--- config.mk ---
export PLATFORM = sky130hd
export DESIGN_NAME = fetch_mem_responder_flat
export DESIGN_NICKNAME = d
export VERILOG_FILES = /design/src/rtl/fetch_mem_responder_pkg.sv /design/src/rtl/fetch_mem_responder_if.sv /design/src/rtl/fetch_mem_responder_fifo.sv /design/src/rtl/fetch_mem_responder.sv /design/src/flat_wrapper.sv
export SDC_FILE = /design/constraint.sdc
export NUM_CORES = 1
export LEC_CHECK = 0
export ABC_CLOCK_PERIOD_IN_PS = 9300
export CORE_MARGIN = 8
export CORE_UTILIZATION = 25
export CTS_CLUSTER_DIAMETER = 150
export DETAILED_ROUTE_END_ITERATION = 8
export HOLD_SLACK_MARGIN = 0.15
export SLEW_MARGIN = 0
export SYNTH_ARGS = -nofsm -noshare
export SYNTH_HDL_FRONTEND = slang
export SYNTH_HIERARCHICAL = 1
export SYNTH_SLANG_ARGS = --single-unit
--- constraint.sdc ---
create_clock -name clk_i -period 9.3 [get_ports clk_i]
set_input_delay 1.86 -clock clk_i [delete_from_list [all_inputs] [get_ports clk_i]]
set_output_delay 1.86 -clock clk_i [all_outputs]
set_load 0.005 [all_outputs]
--- src/rtl/fetch_mem_responder_pkg.sv ---
// Shared fetch types: the exception code, the answer record and the exception classifier.
package fetch_mem_responder_pkg;

  typedef enum logic [1:0] {
    FETCH_EXC_NONE         = 2'd0,
    FETCH_EXC_MISALIGNED   = 2'd1,
    FETCH_EXC_ACCESS_FAULT = 2'd2
  } fetch_except_t;

  typedef struct packed {
    logic [63:0]   addr;
    logic [31:0]   instr;
    fetch_except_t exc;
  } fetch_ans_t;

  // Misalignment wins over the range check.
  function automatic fetch_except_t fetch_exc_calc(input logic [63:0] addr,
                                                   input logic [63:0] mem_bytes);
    if (addr[1:0] != 2'b00) return FETCH_EXC_MISALIGNED;
    if (addr >= mem_bytes) return FETCH_EXC_ACCESS_FAULT;
    return FETCH_EXC_NONE;
  endfunction

endpackage

--- src/rtl/fetch_mem_responder_if.sv ---
// Fetch request/answer handshake between a fetch unit (master) and the responder (slave).
interface fetch_mem_responder_if;
  logic        req_valid_i;
  logic        req_ready_o;
  logic [63:0] req_addr_i;
  logic        ans_valid_o;
  logic        ans_ready_i;
  logic [63:0] ans_addr_o;
  logic [31:0] ans_instr_o;
  logic [1:0]  ans_except_o;

  modport slave (
    input  req_valid_i, req_addr_i, ans_ready_i,
    output req_ready_o, ans_valid_o, ans_addr_o, ans_instr_o, ans_except_o
  );

  modport master (
    output req_valid_i, req_addr_i, ans_ready_i,
    input  req_ready_o, ans_valid_o, ans_addr_o, ans_instr_o, ans_except_o
  );
endinterface

--- src/rtl/fetch_mem_responder_fifo.sv ---
// In-order answer FIFO, DEPTH entries; head visible combinationally, zero-latency pop.
// Never overflows: the parent's outstanding count gates every push.
module fetch_resp_fifo
  import fetch_mem_responder_pkg::*;
#(
  parameter int DEPTH = 4
) (
  input  logic       clk_i,
  input  logic       rst_i,
  input  logic       flush_i,
  input  logic       push_i,
  input  fetch_ans_t push_dat_i,
  input  logic       pop_i,
  output logic       empty_o,
  output fetch_ans_t head_dat_o
);
  localparam int AW = $clog2(DEPTH);

  // One extra pointer bit separates full from empty; the low bits wrap modulo DEPTH.
  logic [AW:0] r_wr_ptr;
  logic [AW:0] r_rd_ptr;
  fetch_ans_t  r_mem [DEPTH];

  always_ff @(posedge clk_i or posedge rst_i) begin
    if (rst_i) begin
      r_wr_ptr <= '0;
      r_rd_ptr <= '0;
    end else if (flush_i) begin
      r_wr_ptr <= '0;
      r_rd_ptr <= '0;
    end else begin
      if (push_i) r_wr_ptr <= r_wr_ptr + 1'b1;
      if (pop_i)  r_rd_ptr <= r_rd_ptr + 1'b1;
    end
  end

  always_ff @(posedge clk_i) begin
    if (push_i) r_mem[r_wr_ptr[AW-1:0]] <= push_dat_i;
  end

  assign empty_o    = (r_wr_ptr == r_rd_ptr);
  assign head_dat_o = r_mem[r_rd_ptr[AW-1:0]];
endmodule

--- src/rtl/fetch_mem_responder.sv ---
// Instruction-fetch responder: LATENCY-cycle request-to-answer delay, DEPTH outstanding, count-based ready.
// LEN5_FETCH_RESP_STALL_EN adds LFSR-driven stalls that block accepts and pops.
module fetch_mem_responder
  import fetch_mem_responder_pkg::*;
#(
  parameter int          DEPTH     = 4,
  parameter int          LATENCY   = 2,
  parameter logic [63:0] MEM_BYTES = 64'h10000
) (
  input  logic                        clk_i,
  input  logic                        rst_i,
  input  logic                        flush_i,
  fetch_mem_responder_if.slave        bus,
  output logic [63:0]                 mem_addr_o,
  input  logic [31:0]                 mem_rdata_i
);
  localparam int CW = $clog2(DEPTH) + 1;

  logic [CW-1:0] r_cnt;
  logic          w_stall;
  logic          w_accept;
  logic          w_pop;
  fetch_except_t w_req_exc;
  logic          w_exit_vld;
  logic [63:0]   w_exit_addr;
  fetch_except_t w_exit_exc;
  logic          w_fifo_empty;
  fetch_ans_t    w_push_dat;
  fetch_ans_t    w_head;

`ifdef LEN5_FETCH_RESP_STALL_EN
  localparam logic [15:0] LFSR_SEED = 16'hACE1;
  logic [15:0] r_lfsr;
  logic        w_lfsr_fb;

  // Fibonacci taps 16,14,13,11.
  assign w_lfsr_fb = r_lfsr[15] ^ r_lfsr[13] ^ r_lfsr[12] ^ r_lfsr[10];

  always_ff @(posedge clk_i or posedge rst_i) begin
    if (rst_i) r_lfsr <= LFSR_SEED;
    else       r_lfsr <= {r_lfsr[14:0], w_lfsr_fb};
  end

  assign w_stall = (r_lfsr[1:0] == 2'b00);
`else
  assign w_stall = 1'b0;
`endif

  assign bus.req_ready_o = (r_cnt < CW'(DEPTH)) && !flush_i && !w_stall;
  assign w_accept        = bus.req_valid_i && bus.req_ready_o;
  assign w_req_exc       = fetch_exc_calc(bus.req_addr_i, MEM_BYTES);
  assign w_pop           = !w_fifo_empty && bus.ans_ready_i && !w_stall;

  always_ff @(posedge clk_i or posedge rst_i) begin
    if (rst_i)        r_cnt <= '0;
    else if (flush_i) r_cnt <= '0;
    else              r_cnt <= r_cnt + CW'(w_accept) - CW'(w_pop);
  end

  // The accept cycle is the first delay stage, so only LATENCY-1 register stages exist.
  generate
    if (LATENCY > 1) begin : g_dl
      logic          r_vld  [LATENCY-1];
      logic [63:0]   r_addr [LATENCY-1];
      fetch_except_t r_exc  [LATENCY-1];

      always_ff @(posedge clk_i or posedge rst_i) begin
        if (rst_i) begin
          for (int i = 0; i < LATENCY-1; i++) begin
            r_vld[i]  <= 1'b0;
            r_addr[i] <= '0;
            r_exc[i]  <= FETCH_EXC_NONE;
          end
        end else if (flush_i) begin
          for (int i = 0; i < LATENCY-1; i++) r_vld[i] <= 1'b0;
        end else begin
          r_vld[0]  <= w_accept;
          r_addr[0] <= bus.req_addr_i;
          r_exc[0]  <= w_req_exc;
          for (int i = 1; i < LATENCY-1; i++) begin
            r_vld[i]  <= r_vld[i-1];
            r_addr[i] <= r_addr[i-1];
            r_exc[i]  <= r_exc[i-1];
          end
        end
      end

      assign w_exit_vld  = r_vld[LATENCY-2];
      assign w_exit_addr = r_addr[LATENCY-2];
      assign w_exit_exc  = r_exc[LATENCY-2];
    end else begin : g_no_dl
      assign w_exit_vld  = w_accept;
      assign w_exit_addr = bus.req_addr_i;
      assign w_exit_exc  = w_req_exc;
    end
  endgenerate

  assign mem_addr_o = w_exit_vld ? {w_exit_addr[63:2], 2'b00} : '0;

  always_comb begin
    w_push_dat      = '0;
    w_push_dat.addr = w_exit_addr;
    w_push_dat.exc  = w_exit_exc;
    if (w_exit_exc == FETCH_EXC_NONE) w_push_dat.instr = mem_rdata_i;
  end

  fetch_resp_fifo #(.DEPTH(DEPTH)) u_fifo (
    .clk_i      (clk_i),
    .rst_i      (rst_i),
    .flush_i    (flush_i),
    .push_i     (w_exit_vld && !flush_i),
    .push_dat_i (w_push_dat),
    .pop_i      (w_pop),
    .empty_o    (w_fifo_empty),
    .head_dat_o (w_head)
  );

  // Zeroed while empty so the answer bus reads 0 in reset and idle.
  assign bus.ans_valid_o  = !w_fifo_empty;
  assign bus.ans_addr_o   = w_fifo_empty ? '0 : w_head.addr;
  assign bus.ans_instr_o  = w_fifo_empty ? '0 : w_head.instr;
  assign bus.ans_except_o = w_fifo_empty ? 2'b00 : w_head.exc;
endmodule
--- src/flat_wrapper.sv ---
// flat-port wrapper written by rule: the top's interface ports become plain ports
module fetch_mem_responder_flat import fetch_mem_responder_pkg::*;
#(
  parameter int          DEPTH     = 4,
  parameter int          LATENCY   = 2,
  parameter logic [63:0] MEM_BYTES = 64'h10000
)
  (clk_i, rst_i, flush_i, mem_addr_o, mem_rdata_i, bus_req_valid_i, bus_req_addr_i, bus_ans_ready_i, bus_req_ready_o, bus_ans_valid_o, bus_ans_addr_o, bus_ans_instr_o, bus_ans_except_o);
  fetch_mem_responder_if bus_i ();
  input  logic clk_i;
  input  logic rst_i;
  input  logic flush_i;
  output logic [63:0] mem_addr_o;
  input  logic [31:0] mem_rdata_i;
  input wire logic [$bits(bus_i.req_valid_i)-1:0] bus_req_valid_i;
  input wire logic [$bits(bus_i.req_addr_i)-1:0] bus_req_addr_i;
  input wire logic [$bits(bus_i.ans_ready_i)-1:0] bus_ans_ready_i;
  output wire logic [$bits(bus_i.req_ready_o)-1:0] bus_req_ready_o;
  output wire logic [$bits(bus_i.ans_valid_o)-1:0] bus_ans_valid_o;
  output wire logic [$bits(bus_i.ans_addr_o)-1:0] bus_ans_addr_o;
  output wire logic [$bits(bus_i.ans_instr_o)-1:0] bus_ans_instr_o;
  output wire logic [$bits(bus_i.ans_except_o)-1:0] bus_ans_except_o;
  assign bus_i.req_valid_i = bus_req_valid_i;
  assign bus_i.req_addr_i = bus_req_addr_i;
  assign bus_i.ans_ready_i = bus_ans_ready_i;
  assign bus_req_ready_o = bus_i.req_ready_o;
  assign bus_ans_valid_o = bus_i.ans_valid_o;
  assign bus_ans_addr_o = bus_i.ans_addr_o;
  assign bus_ans_instr_o = bus_i.ans_instr_o;
  assign bus_ans_except_o = bus_i.ans_except_o;
  fetch_mem_responder #(.DEPTH(DEPTH), .LATENCY(LATENCY), .MEM_BYTES(MEM_BYTES)) u_core (.clk_i(clk_i), .rst_i(rst_i), .flush_i(flush_i), .bus(bus_i), .mem_addr_o(mem_addr_o), .mem_rdata_i(mem_rdata_i));
endmodule
Yosys cells after proc, flatten, opt, wreduce, memory -nomap -nowiden
Memories as Yosys holds them, arrays and structs flattened. Index checks and enable logic that the tools add are counted.

Add/sub/neg operators: 4. $lt $le $gt $ge: 2. Equal/unequal tests: 1. Multiplexer cells: 20. Reductions and logical operators: 10.

Operators with widths (count): 64-bit two-way mux (2); 64-bit by 17-bit >= comparator with 1-bit output (second input constant) (1); 32-bit two-way mux (2); 3-bit two-way mux (5); 2-bit two-way mux (5); 3-bit by 1-bit adder with 3-bit output (second input constant) (2); 1-bit two-way mux (6); 2-bit nonzero test (3); 1-bit logical AND (4); 3-bit by 1-bit adder with 3-bit output (1); 3-bit equality test (1); 3-bit < comparator (second input constant) (1); 3-bit by 1-bit subtractor with 3-bit output (1); 1-bit logical NOT (2); 2-bit logical NOT (1).

Bits in registers: 76. Bits in writable memories: 392. Input port bits: 101. Output and inout port bits: 164. Logic and storage cells: 44. Memories kept: 1.

Memories: u_core.u_fifo.r_mem (words 4, bits a word 98, rd ports 1, clocked after memory_dff 0, wr ports 1, RTL line fetch_mem_responder_fifo.sv:22) `fetch_ans_t r_mem [DEPTH];`.

Depth between registers and ports, before layout
Depth in word-level cells: 6. Gate-level depth with buffers: 14. Gate-level depth less buffers: 10.

By module
Netlist, hierarchy kept.

By module, submodules not included: fetch_resp_fifo (instances 1, cells an instance 549, area an instance 14626.5 um2, seq. area each 11921.4 um2); fetch_mem_responder (instances 1, cells an instance 396, area an instance 4060.1 um2, seq. area each 1751.7 um2).

Least setup slack after synthesis
No wires, ideal clock.

Kind: input-to-reg. Start: input flush_i. End: memory u_core/u_fifo/r_mem[0][0] (netlist name) (enable). Library setup time: 0.468 ns. Arrival: 4.842 ns. Data required time: 8.832 ns. Slack: 3.990 ns. Cell stages on the path: 5. Buffers on the path: 3. Path through: buf_2 > buf_2 > nor2b_1 > clkbuf_1 > and2_1.

Word-level cells in the longest chain between the ends: 4.

Ends and longest elaborated chain: from (decl) (RTL line flat_wrapper.sv:12) `input logic flush_i;`; 1-bit logical NOT (RTL line fetch_mem_responder.sv:111) `.push_i (w_exit_vld && !flush_i),`; 1-bit logical AND (RTL line fetch_mem_responder.sv:111); 1-bit two-way mux (RTL line fetch_mem_responder_fifo.sv:38) `if (push_i) r_mem[r_wr_ptr[AW-1:0]] <= push_dat_i;`; 1-bit two-way mux (not written as such) (RTL line fetch_mem_responder_fifo.sv:38); to (decl) (RTL line fetch_mem_responder_fifo.sv:22).

No other way between the ends.

==> metrics.md <==
| Metric | Value |
|---|---|
| Area after DPL | `~0.022 mm²` |
| Hold Violations, Final | `0` |
| Vias in the first global route | `10500` |
| Worst-path clk slew | `around 0.060 ns` |
| Buf+Inv Stages, Crit Path | `2` |
| Hold Crit Class | `flip-flop to flip-flop` |
| Synth Register Bits | `468` |
| Crit Path Class | `flip-flop to primary output` |
| Ys flop type | `edfxtp_1` |
| I/O pin total | `approximately 270` |
| Post_cts resized | `0` |
| Largest net degree at the start of global routing | `74` |
| Clk Latency, worst-skew pair | `between 0.5 and 0.6 ns` |
| CTS Root Cell | `clkbuf_16` |
| Startpoint Class | `flip-flop` |
| Grt total ovfl | `0` |
| Clock network power share | `0.393` |
| Cell depth of the worst setup path | `4` |
| Mapped cell area | `roughly 0.019 mm²` |
| Via density | `between 4 and 5` |
| Area delta synth->final | `28.4%` |
| Cell Rows | `100` |
| Setup violations, final | `0` |
| CTS tree | `built` |
| Number of port buffers | `262` |
| Hold path cells | `0` |
| Die width | `roughly 290 µm` |
| Core area | `~0.074 mm²` |
| Critical Path AT | `roughly 3.6 ns` |
| Layout filler cell count | `around 7100` |
| Final worst path period share | `0.590` |
| Sequential share of power | `0.468` |
| RSZ-0062 raised after global routing | `no` |
| Int Power | `0.00402 W` |
| Share of layout cells above drive strength 1 | `0.211` |
| Post-synthesis instance total | `roughly 950` |
| Die height | `between 200 and 300 µm` |
| Worst Skew | `just under 0.02 ns` |
| Rel. slew slack | `0.251` |
| Starting Density | `0.252` |
| Design Area, Final | `around 0.024 mm²` |
| Crit. Startpoint | `u_core/u_fifo/r_rd_ptr[1]` |
| Status | `finished clean` |
| Worst-Margin Slew | `between 1 and 1.5 ns` |
| CP required | `between 7 and 8 ns` |
| Hold Buf Count CTS | `0` |
| Fin Setup TNS | `0 ns` |
| Cell chain of the critical path | `buf_4 > mux4_2 > nor2b_1 > clkdlybuf4s50_1` |
| Switching Share | `0.228` |
| Gr usage total | `0.111` |
| Tot Pwr | `0.00521 W` |
| Reg2reg start | `u_core/g_dl.r_vld` |
| TritonCTS Buffers | `slightly above 50` |
| Multi-input gate area | `around 0.0046 mm²` |
| PwrDens | `217 mW/mm²` |
| Register area share after synthesis | `0.732` |
| 1st-pass router iterations | `5` |
| Post-DP HPWL | `between 20000 and 30000 µm` |
| Slowest CP cell | `dfrtp_4` |
| Average wire per standard cell | `approximately 21 µm` |
| Avg Synthesized Cell Area | `around 20 µm²` |
| Hold_sp | `u_core/g_dl.r_addr[0]` |
| Fin. max-slew vios | `0` |
| Comb pwr share | `0.139` |
| CP delay by family, top | `buffers and inverters` |
| Initial antenna violation count | `3` |
| Post-synth ARST share | `0.162` |
| Nets | `1330` |
| Worst r2r path cells | `4` |
| Seq. cell area | `between 0.01 and 0.015 mm²` |
| Largest fanout on the critical path | `64` |
| WL final | `47200 µm` |
| Clock Tree Buf Depth | `3` |
| Maximum vdd drop | `between 0.0001 and 0.00015 V` |
| RD Place Congestion | `around 0.7` |
| Max-Cap Viols | `0` |
| Worst path max stage delay | `around 1.1 ns` |
| Final Critical Period | `roughly 5.5 ns` |
| Htree depth | `2` |
| Maximum clock frequency | `roughly 0.18 GHz` |
| Post-route ant nets | `0` |
| Drt initial violations | `around 570` |
| Sw Pwr | `roughly 0.0012 W` |
| Yosys cell types | `29` |
| Critical Path End Type | `primary output` |
| Post-CTS setup buffers | `0` |
| Post-synth EDFFs | `roughly 390` |
| Post-route DRC | `0` |
| Die area | `approximately 0.084 mm²` |
| First-pass GRT wire length | `between 60000 and 70000 µm` |
| YS warnings | `6` |
| Leakage | `around 8 nW` |
| Total number of vias | `approximately 9600` |
| Number of clock sinks | `468` |
## synth_stat cells, types with 2 or more instances
library cell  number  area, µm²
dfrtp_1           76       1900
nor2_1             8       30.0
edfxtp_1         392      11800
buf_12            10        200
nor4_1            11       68.8
buf_4              2       15.0
mux2i_1            2       20.0
nor3_1             2       10.0
a21bo_2            2       20.0
inv_1              9       33.8
xnor2_1            3       26.3
clkbuf_1          20       75.1
mux4_2            98       2210
xor2_1             4       35.0
and4_1             2       17.5
a21oi_1            5       25.0
nand3b_1           2       15.0
buf_2             20        100
mux2_2            64        721
ha_1               7       87.6
and2_1            98        613
nor2b_1          101        632
## flip-flops by register name, indices dropped and copies added, names as in the netlist
signal	flops
u_core/u_fifo/r_wr_ptr	3
u_core/g_dl.r_vld	1
u_core/r_cnt	3
u_core/g_dl.r_addr	64
u_core/u_fifo/r_rd_ptr	3
u_core/g_dl.r_exc	2
u_core/u_fifo/r_mem	392
## worst register-to-register path: stages (launching register included)
cell	delay (ns)
dfrtp_2	0.35
buf_4	0.57
nor2b_1	0.61
and2_4	0.79
buf_4	0.87
## per-layer routing
metal,track usage,up-vias,wire (µm)
li1,-,4196,-
met1,0.148,5011,21300
met2,0.178,271,22000
met3,0.0300,70,2910
met4,0.0274,4,995
met5,0,-,23
## cells in the final DEF, fill, tap and decap left out, types with 12 or more instances in the layout
cell,netlist,layout
clkbuf_1,20,12
mux4_2,98,98
clkdlybuf4s50_1,0,261
buf_4,2,13
mux2_2,64,64
edfxtp_1,392,392
nor2b_1,101,101
and2_1,98,94
dfrtp_1,76,73
clkbuf_16,0,55
## power by group through the flow
stage	combinational (W)	sequential (W)	clock [W]
finish	0.000722	0.00244	0.00205
global route	0.000786	0.00245	0.00220
CTS	0.000747	0.00244	0.00213
detailed placement	0.000741	0.00249	0
global placement	0.000738	0.00248	0
floorplan	0.000401	0.00244	0
## worst paths after layout
kind,end,slack [ns]
min reg2reg,u_core/u_fifo/r_mem[1][34],0.52
min in group asynchronous,u_core/u_fifo/r_rd_ptr[1],1.71
min,u_core/u_fifo/r_mem[1][34],0.52
max in group asynchronous,u_core/g_dl.r_addr[62],6.45
max,bus_ans_addr_o[1],3.81
max reg2reg,u_core/u_fifo/r_mem[1][88],5.67
## metrics by stage
stage,setup slack (ns),hold WS (ns),util,std cells
global placement,4.31,0.490,0.300,2137
detailed placement,4.33,0.518,0.300,2137
CTS,3.67,0.530,0.323,2232
global route,3.58,0.554,0.323,2232
floorplan,3.99,0.471,-,946
finish,3.81,0.525,0.323,2233
## logic make-up (layout without fill, tap and decap cells)
| logic type | after synthesis | count (layout) | synth area share |
|---|---|---|---|
| flops | 468 | 468 | 0.732 |
| mux | 164 | 164 | 0.158 |
| xor+xnor | 7 | 7 | 0.00328 |
| compound gates | 8 | 8 | 0.00288 |
| fa+ha+maj | 8 | 8 | 0.00576 |
| buf+inv | 62 | 379 | 0.0233 |
| other cells | 1 | 3 | 0.000201 |
| simple gates | 227 | 227 | 0.0751 |
## final cells by class
type	count	share of cell area
clock inverters	20	0.00865
diodes	1	0.000104
flip-flops and latches	468	0.570
clock buffers	75	0.0638
repair buffers	275	0.114
multi-input cells	416	0.192
well taps	969	0.0505
inverters	9	0.00151
Power figures use the tool's default switching activity.
